--- src/rtl/branch_redirect_ctrl.sv ---
`default_nettype none
// ============================================================================
// branch_redirect_ctrl : redirects fetch after a mispredicted branch or jump
// (static not-taken prediction), holds a flush, and counts branch events.
// Revision: 1.0
// ============================================================================
module branch_redirect_ctrl #(
  parameter int ADDR_WIDTH   = 32,
  parameter int FLUSH_CYCLES = 2,
  parameter int CNT_WIDTH    = 16
) (
  input  logic                  clk,
  input  logic                  reset,
  input  logic                  system_stall,
  input  logic                  br_valid,
  input  logic                  br_is_jump,
  input  logic                  br_taken,
  input  logic [ADDR_WIDTH-1:0] br_target,
  input  logic                  redirect_ready,
  output logic                  redirect_valid,
  output logic [ADDR_WIDTH-1:0] redirect_pc,
  output logic                  flush,
  output logic                  ctrl_stall,
  output logic [CNT_WIDTH-1:0]  branch_cnt,
  output logic [CNT_WIDTH-1:0]  mispredict_cnt
);

  localparam int FCW = (FLUSH_CYCLES > 1) ? $clog2(FLUSH_CYCLES) : 1;
  localparam logic [FCW-1:0] c_FLUSH_LOAD =
    (FLUSH_CYCLES > 0) ? FCW'(FLUSH_CYCLES - 1) : '0;

  typedef enum logic [1:0] {
    S_IDLE     = 2'd0,
    S_REDIRECT = 2'd1,
    S_FLUSH    = 2'd2
  } state_t;

  state_t                r_state;
  state_t                w_next_state;
  logic [ADDR_WIDTH-1:0] r_pc;
  logic [FCW-1:0]        r_fcnt;
  logic [CNT_WIDTH-1:0]  r_bcnt;
  logic [CNT_WIDTH-1:0]  r_mcnt;
  logic                  w_accept;
  logic                  w_mispredict;
  logic                  w_handshake;
  logic                  w_fcnt_dec;

  always_comb begin
    w_next_state = r_state;
    w_accept     = 1'b0;
    w_handshake  = 1'b0;
    w_fcnt_dec   = 1'b0;
    w_mispredict = br_is_jump | br_taken;
    if (!system_stall) begin
      case (r_state)
        S_IDLE: begin
          if (br_valid) begin
            w_accept = 1'b1;
            if (w_mispredict) w_next_state = S_REDIRECT;
          end
        end
        S_REDIRECT: begin
          if (redirect_ready) begin
            w_handshake  = 1'b1;
            w_next_state = (FLUSH_CYCLES == 0) ? S_IDLE : S_FLUSH;
          end
        end
        S_FLUSH: begin
          if (r_fcnt == '0) w_next_state = S_IDLE;
          else              w_fcnt_dec   = 1'b1;
        end
        default: w_next_state = S_IDLE;
      endcase
    end
  end

  always_ff @(posedge clk) begin
    if (!reset) begin
      r_state <= S_IDLE;
      r_pc    <= '0;
      r_fcnt  <= '0;
      r_bcnt  <= '0;
      r_mcnt  <= '0;
    end else begin
      r_state <= w_next_state;
      if (w_accept && (r_bcnt != '1)) r_bcnt <= r_bcnt + 1'b1;
      if (w_accept && w_mispredict) begin
        r_pc <= {br_target[ADDR_WIDTH-1:1], 1'b0};
        if (r_mcnt != '1) r_mcnt <= r_mcnt + 1'b1;
      end
      // Counter holds FLUSH_CYCLES-1 on entry so FLUSH spans FLUSH_CYCLES cycles
      if (w_handshake)     r_fcnt <= c_FLUSH_LOAD;
      else if (w_fcnt_dec) r_fcnt <= r_fcnt - 1'b1;
    end
  end

  assign redirect_valid = (r_state == S_REDIRECT);
  assign flush          = (r_state != S_IDLE);
  assign ctrl_stall     = (r_state != S_IDLE);
  assign redirect_pc    = r_pc;
  assign branch_cnt     = r_bcnt;
  assign mispredict_cnt = r_mcnt;

endmodule
`default_nettype wire

--- config.mk ---
export PLATFORM = sky130hd
export DESIGN_NAME = branch_redirect_ctrl
export DESIGN_NICKNAME = d
export VERILOG_FILES = /design/src/rtl/branch_redirect_ctrl.sv
export SDC_FILE = /design/constraint.sdc
export NUM_CORES = 1
export LEC_CHECK = 0
export ABC_AREA = 1
export BUFFER_PORTS_ARGS = -buffer_cell sky130_fd_sc_hd__buf_2
export CAP_MARGIN = 20
export CORE_UTILIZATION = 51
export DETAILED_ROUTE_END_ITERATION = 16
export HOLD_SLACK_MARGIN = 0.06
export PLACE_DENSITY_LB_ADDON = 0.1
export SYNTH_ARGS = -nofsm -noshare
export SYNTH_HDL_FRONTEND = slang
export SYNTH_SLANG_ARGS = --single-unit
--- constraint.sdc ---
create_clock -name clk -period 1.9 [get_ports clk]
set_clock_uncertainty 0.1 [all_clocks]
set_input_delay 0.285 -clock clk [delete_from_list [all_inputs] [get_ports clk]]
set_output_delay 0.285 -clock clk [all_outputs]
set_load 0.01 [all_outputs]
# Word level (Yosys, flattened, before mapping)

Cells that the tools add are included.

Register bits: 66
Logic and storage cells: 41

Add/subtract/negate cells: 3
Muxes and demuxes: 16
Bitwise operators: 2
Reductions and logical operators: 7
Equal/unequal tests: 8

Operator list:

| cell                                                 | count |
|---|---|
| adder 16 x 1 -> 16 bit (second input constant)       | 2 |
| inequality test 16 bit (second input constant)       | 2 |
| 2-to-1 mux 1 bit                                     | 11 |
| 2-to-1 mux 2 bit                                     | 4 |
| inequality test 2 bit (second input constant)        | 4 |
| case mux 2 bit (3 select lines)                      | 1 |
| AND reduction 5 bit                                  | 1 |
| nonzero test 2 bit                                   | 2 |
| equality test 2 x 1 -> 1 bit (second input constant) | 1 |
| equality test 2 bit (second input constant)          | 1 |
| logical AND 1 bit                                    | 2 |
| logical NOT 2 bit                                    | 1 |
| AND reduction 2 bit                                  | 1 |
| inverter 1 bit                                       | 1 |
| OR 1 bit                                             | 1 |
| subtractor 1 bit (second input constant)             | 1 |

# Logic depth before layout (Yosys ltp)

Word-level depth: 5
Depth in mapped cells: 10

# Worst setup path after synthesis

No wires, ideal clock.

Path kind: reg2reg
Start: register r_mcnt[0], in the netlist mispredict_cnt[0]
End: register r_mcnt[15], in the netlist mispredict_cnt[15]
Stages on the path, launching flop included: 10
Setup slack: 0.307 ns
Clock period less this slack: 1.593 ns
Buffers on the path: 1
Arrival time: 1.378 ns
Required time: 1.685 ns
Library setup time: 0.115 ns
Cell sequence: dfxtp_1 -> ha_1 -> nand2_1 -> nor2_2 -> nand2_1 -> inv_2 -> nand2_4 -> buf_6 -> a21oi_1 -> nor2_1

Word-level cells in the longest chain between the ends: 2

Ends and longest elaborated chain:

| what                                                           | line | source |
|---|---|---|
| start: declaration                                             | 43   | `logic [CNT_WIDTH-1:0] r_mcnt;` |
| start signal: assignment                                       | 90   | `if (r_mcnt != '1) r_mcnt <= r_mcnt + 1'b1;` |
| branches (longest 2 deep; another with adder 16 x 1 -> 16 bit) | -    |  |

Several ways; the timed one is not identified.
A chain may end at the register's enable or synchronous reset.

# Final worst setup path

Start: register r_mcnt[1], in the netlist mispredict_cnt[1]
End: register r_mcnt[11], in the netlist mispredict_cnt[11]

Same word-level chain as after synthesis.

==> flow_summary.json <==
{
  "worstHoldPathType": "in2reg",
  "clk_latency_ps": 350,
  "synth_seq_cells": 66,
  "post-cts-setup-buffer-count": 0,
  "synth_edf_count": 0,
  "die_y_microns": 81.4,
  "area_growth_pct": 24.4,
  "finalSetupTns_ps": 0,
  "p_int_mw": 2.39,
  "layout_commonest_cell": "nand2_1",
  "rows": 28,
  "path_class": "reg2reg",
  "antenna_found_initial": 0,
  "h-tree-depth": 3,
  "p_sw_uw": 737,
  "final_cell_mix": "nand2_1 (148), buf_2 (103), nor2_1 (77)",
  "path_delay_family": "simple AND/OR/NAND/NOR gates",
  "core_area_sq_mm": 0.00599,
  "ys_seq_area_frac": 0.411,
  "io_pins": 106,
  "syn_area_per_cell_sq_um": 6.85,
  "cts_root_buf": "clkbuf_8",
  "cts-resized-gates": 0,
  "fillers": 570,
  "io_buffers": 103,
  "antenna_left": 0,
  "vias_per_cell": 5.04,
  "dieArea_sq_mm": 0.00662,
  "swShare": 0.235,
  "cts_hold_buf": 0,
  "layout.cells.non_filler": 651,
  "min-delay-start": "br_target[27]",
  "holdPathEnd": "redirect_pc[27]",
  "fmax_mhz": 572,
  "r2r-start": "mispredict_cnt[1]",
  "gr-usage-all-layers": 0.240,
  "final-seq-area_sq_mm": 0.00132,
  "critPathMaxFanout": 5,
  "reg2reg_depth": 8,
  "hold_depth": 3,
  "drive_gt1_frac": 0.273,
  "hpwlAfterDp_microns": 5330,
  "cp_cell_sequence": "ha_1, nand2_1, nor2_2, nand2_1, nor2_2, nor2_1, nand2_1, a21oi_1",
  "crit_path_end_kind": "flip-flop",
  "maxCapViolCount": 0,
  "r2r_slack_ps": 150,
  "n_antenna_cell": 0,
  "cts.sinks": 66,
  "p_comb_frac": 0.083,
  "die_w_microns": 81.4,
  "async_flop_share": 0,
  "path_depth": 8,
  "sequentialPowerShare": 0.460,
  "place_congestion": 0.812,
  "peakVddDrop_mv": 0.588,
  "p_clk_frac": 0.457,
  "fin_crit_sh": 0.919,
  "drc": 0,
  "critPathBufInv": 0,
  "routed_wl_microns": 7620,
  "r2r-end": "mispredict_cnt[11]",
  "syn_inst": 469,
  "cp.arrival_ps": 1860,
  "synth_area_sq_mm": 0.00321,
  "grt_pass1_vias": 2845,
  "setup_viol": 0,
  "yosys_warnings": 0,
  "synth_nets": 510,
  "ys.flop_type": "dfxtp_1",
  "status": "finished clean",
  "power_density_mw_per_mm2": 783,
  "start_util": 0.536,
  "crit_top_cell": "nand2_1",
  "grt_max_degree": 41,
  "drtIter0Drc": 193,
  "rsz0062_at_grt": "no",
  "slew_violations": 0,
  "clockBufferDepth": 2,
  "cts_buffers": 9,
  "cp.required_ps": 2010,
  "overflow": 0,
  "synth_cell_types": 29,
  "multi_input_area_sq_mm": 0.00168,
  "cts_tree": "built",
  "leakage_nw": 1.84,
  "finalHoldViolCount": 0,
  "clkTransAtPathRegs_ps": 80,
  "grt_pass1_wl_microns": 12200,
  "vias": 3284,
  "cp_slowest_cell": "dfxtp_1",
  "wl_per_cell_microns": 11.7,
  "placed_cells": 635,
  "nNetsFinal": 612,
  "cp-start-kind": "flip-flop",
  "timing.final.crit_period_ps": 1750,
  "crit_path_max_incr_delay_ps": 390,
  "firstDrtPassIters": 5
}
-- layer usage --
layer | wire (microns) | GRT usage | vias up | share of wire
met3 | 514 | 0.0764 | 9 | 0.067
met1 | 3400 | 0.290 | 1467 | 0.45
met5 | 0 | 0 | - | 0
met4 | 95 | 0.0964 | 0 | 0.012
met2 | 3610 | 0.390 | 105 | 0.47
li1 | - | - | 1703 | -
-- through the flow --
step	setup WS (ps)	utilization	hold slack [ps]	instance area, sq um	total power [mW]
after floorplan	307	-	328	3210	1.63
after global placement	254	0.627	349	3750	1.73
after detailed placement	190	0.627	352	3750	1.73
after CTS	170	0.667	70.3	4000	3.15
after global routing	50.6	0.667	66.4	4000	3.24
final	153	0.667	75.1	4000	3.13
-- cell type report --
| cell class | count | share of cell area |
|---|---|---|
| Multi-Input combinational cell | 358 | 0.420 |
| Inverter | 28 | 0.0266 |
| Clock buffer | 9 | 0.0310 |
| Sequential cell | 66 | 0.331 |
| Clock inverter | 7 | 0.0294 |
| Tap cell | 75 | 0.0235 |
| Timing Repair Buffer | 108 | 0.138 |
-- cells by family after synthesis --
kind of cell / after synthesis / synth area share
XOR/XNOR: 2 / 0.00545
other: 1 / 0.00117
AND/OR/NAND/NOR: 291 / 0.411
flip-flops: 66 / 0.411
buffers and inverters: 45 / 0.0654
AO/OA/AOI/OAI: 62 / 0.0978
adder cells (fa/ha/maj): 2 / 0.00779
-- cell usage after synthesis, types with 3 or more instances --
master    number  share of area
nand2_1      148           0.17
inv_2          7         0.0082
o21ai_0        5         0.0078
buf_2          5         0.0078
nand3_1       24          0.037
inv_1         20          0.023
and2_1         3         0.0058
a21oi_1       55          0.086
dfxtp_1       66           0.41
nand3_2        4          0.012
buf_4          5          0.012
nor2_2         5         0.0097
nand2_2        5         0.0097
nor2_4         6          0.021
nand4_1       11          0.021
clkbuf_1       5         0.0058
nor2_1        77          0.090
-- power groups by stage --
stage	sequential [mW]	combinational (mW)	clock [mW]
final	1.44	0.258	1.43
after global placement	1.47	0.256	0
after CTS	1.44	0.261	1.45
after detailed placement	1.47	0.260	0
after global routing	1.45	0.291	1.51
after floorplan	1.49	0.140	0
-- worst max path at each step --
stage,startpoint,slack (ps),to
after floorplan,mispredict_cnt[0],310,mispredict_cnt[15]
after global placement,mispredict_cnt[1],250,mispredict_cnt[11]
after detailed placement,mispredict_cnt[1],190,mispredict_cnt[11]
after CTS,mispredict_cnt[1],170,mispredict_cnt[11]
after global routing,mispredict_cnt[1],50,mispredict_cnt[11]
final,mispredict_cnt[1],150,mispredict_cnt[11]
-- registers in the layout, indices dropped and copies added (netlist names) --
register / count
r_state: 2
r_fcnt: 1
mispredict_cnt: 16
redirect_pc: 31
branch_cnt: 16
-- tightest hold or removal path, cell delays in order --
cell and delay (ps):
buf_2 90, nand2_1 50, a21oi_1 50
Note: power is estimated with default switching activity, not from simulation.
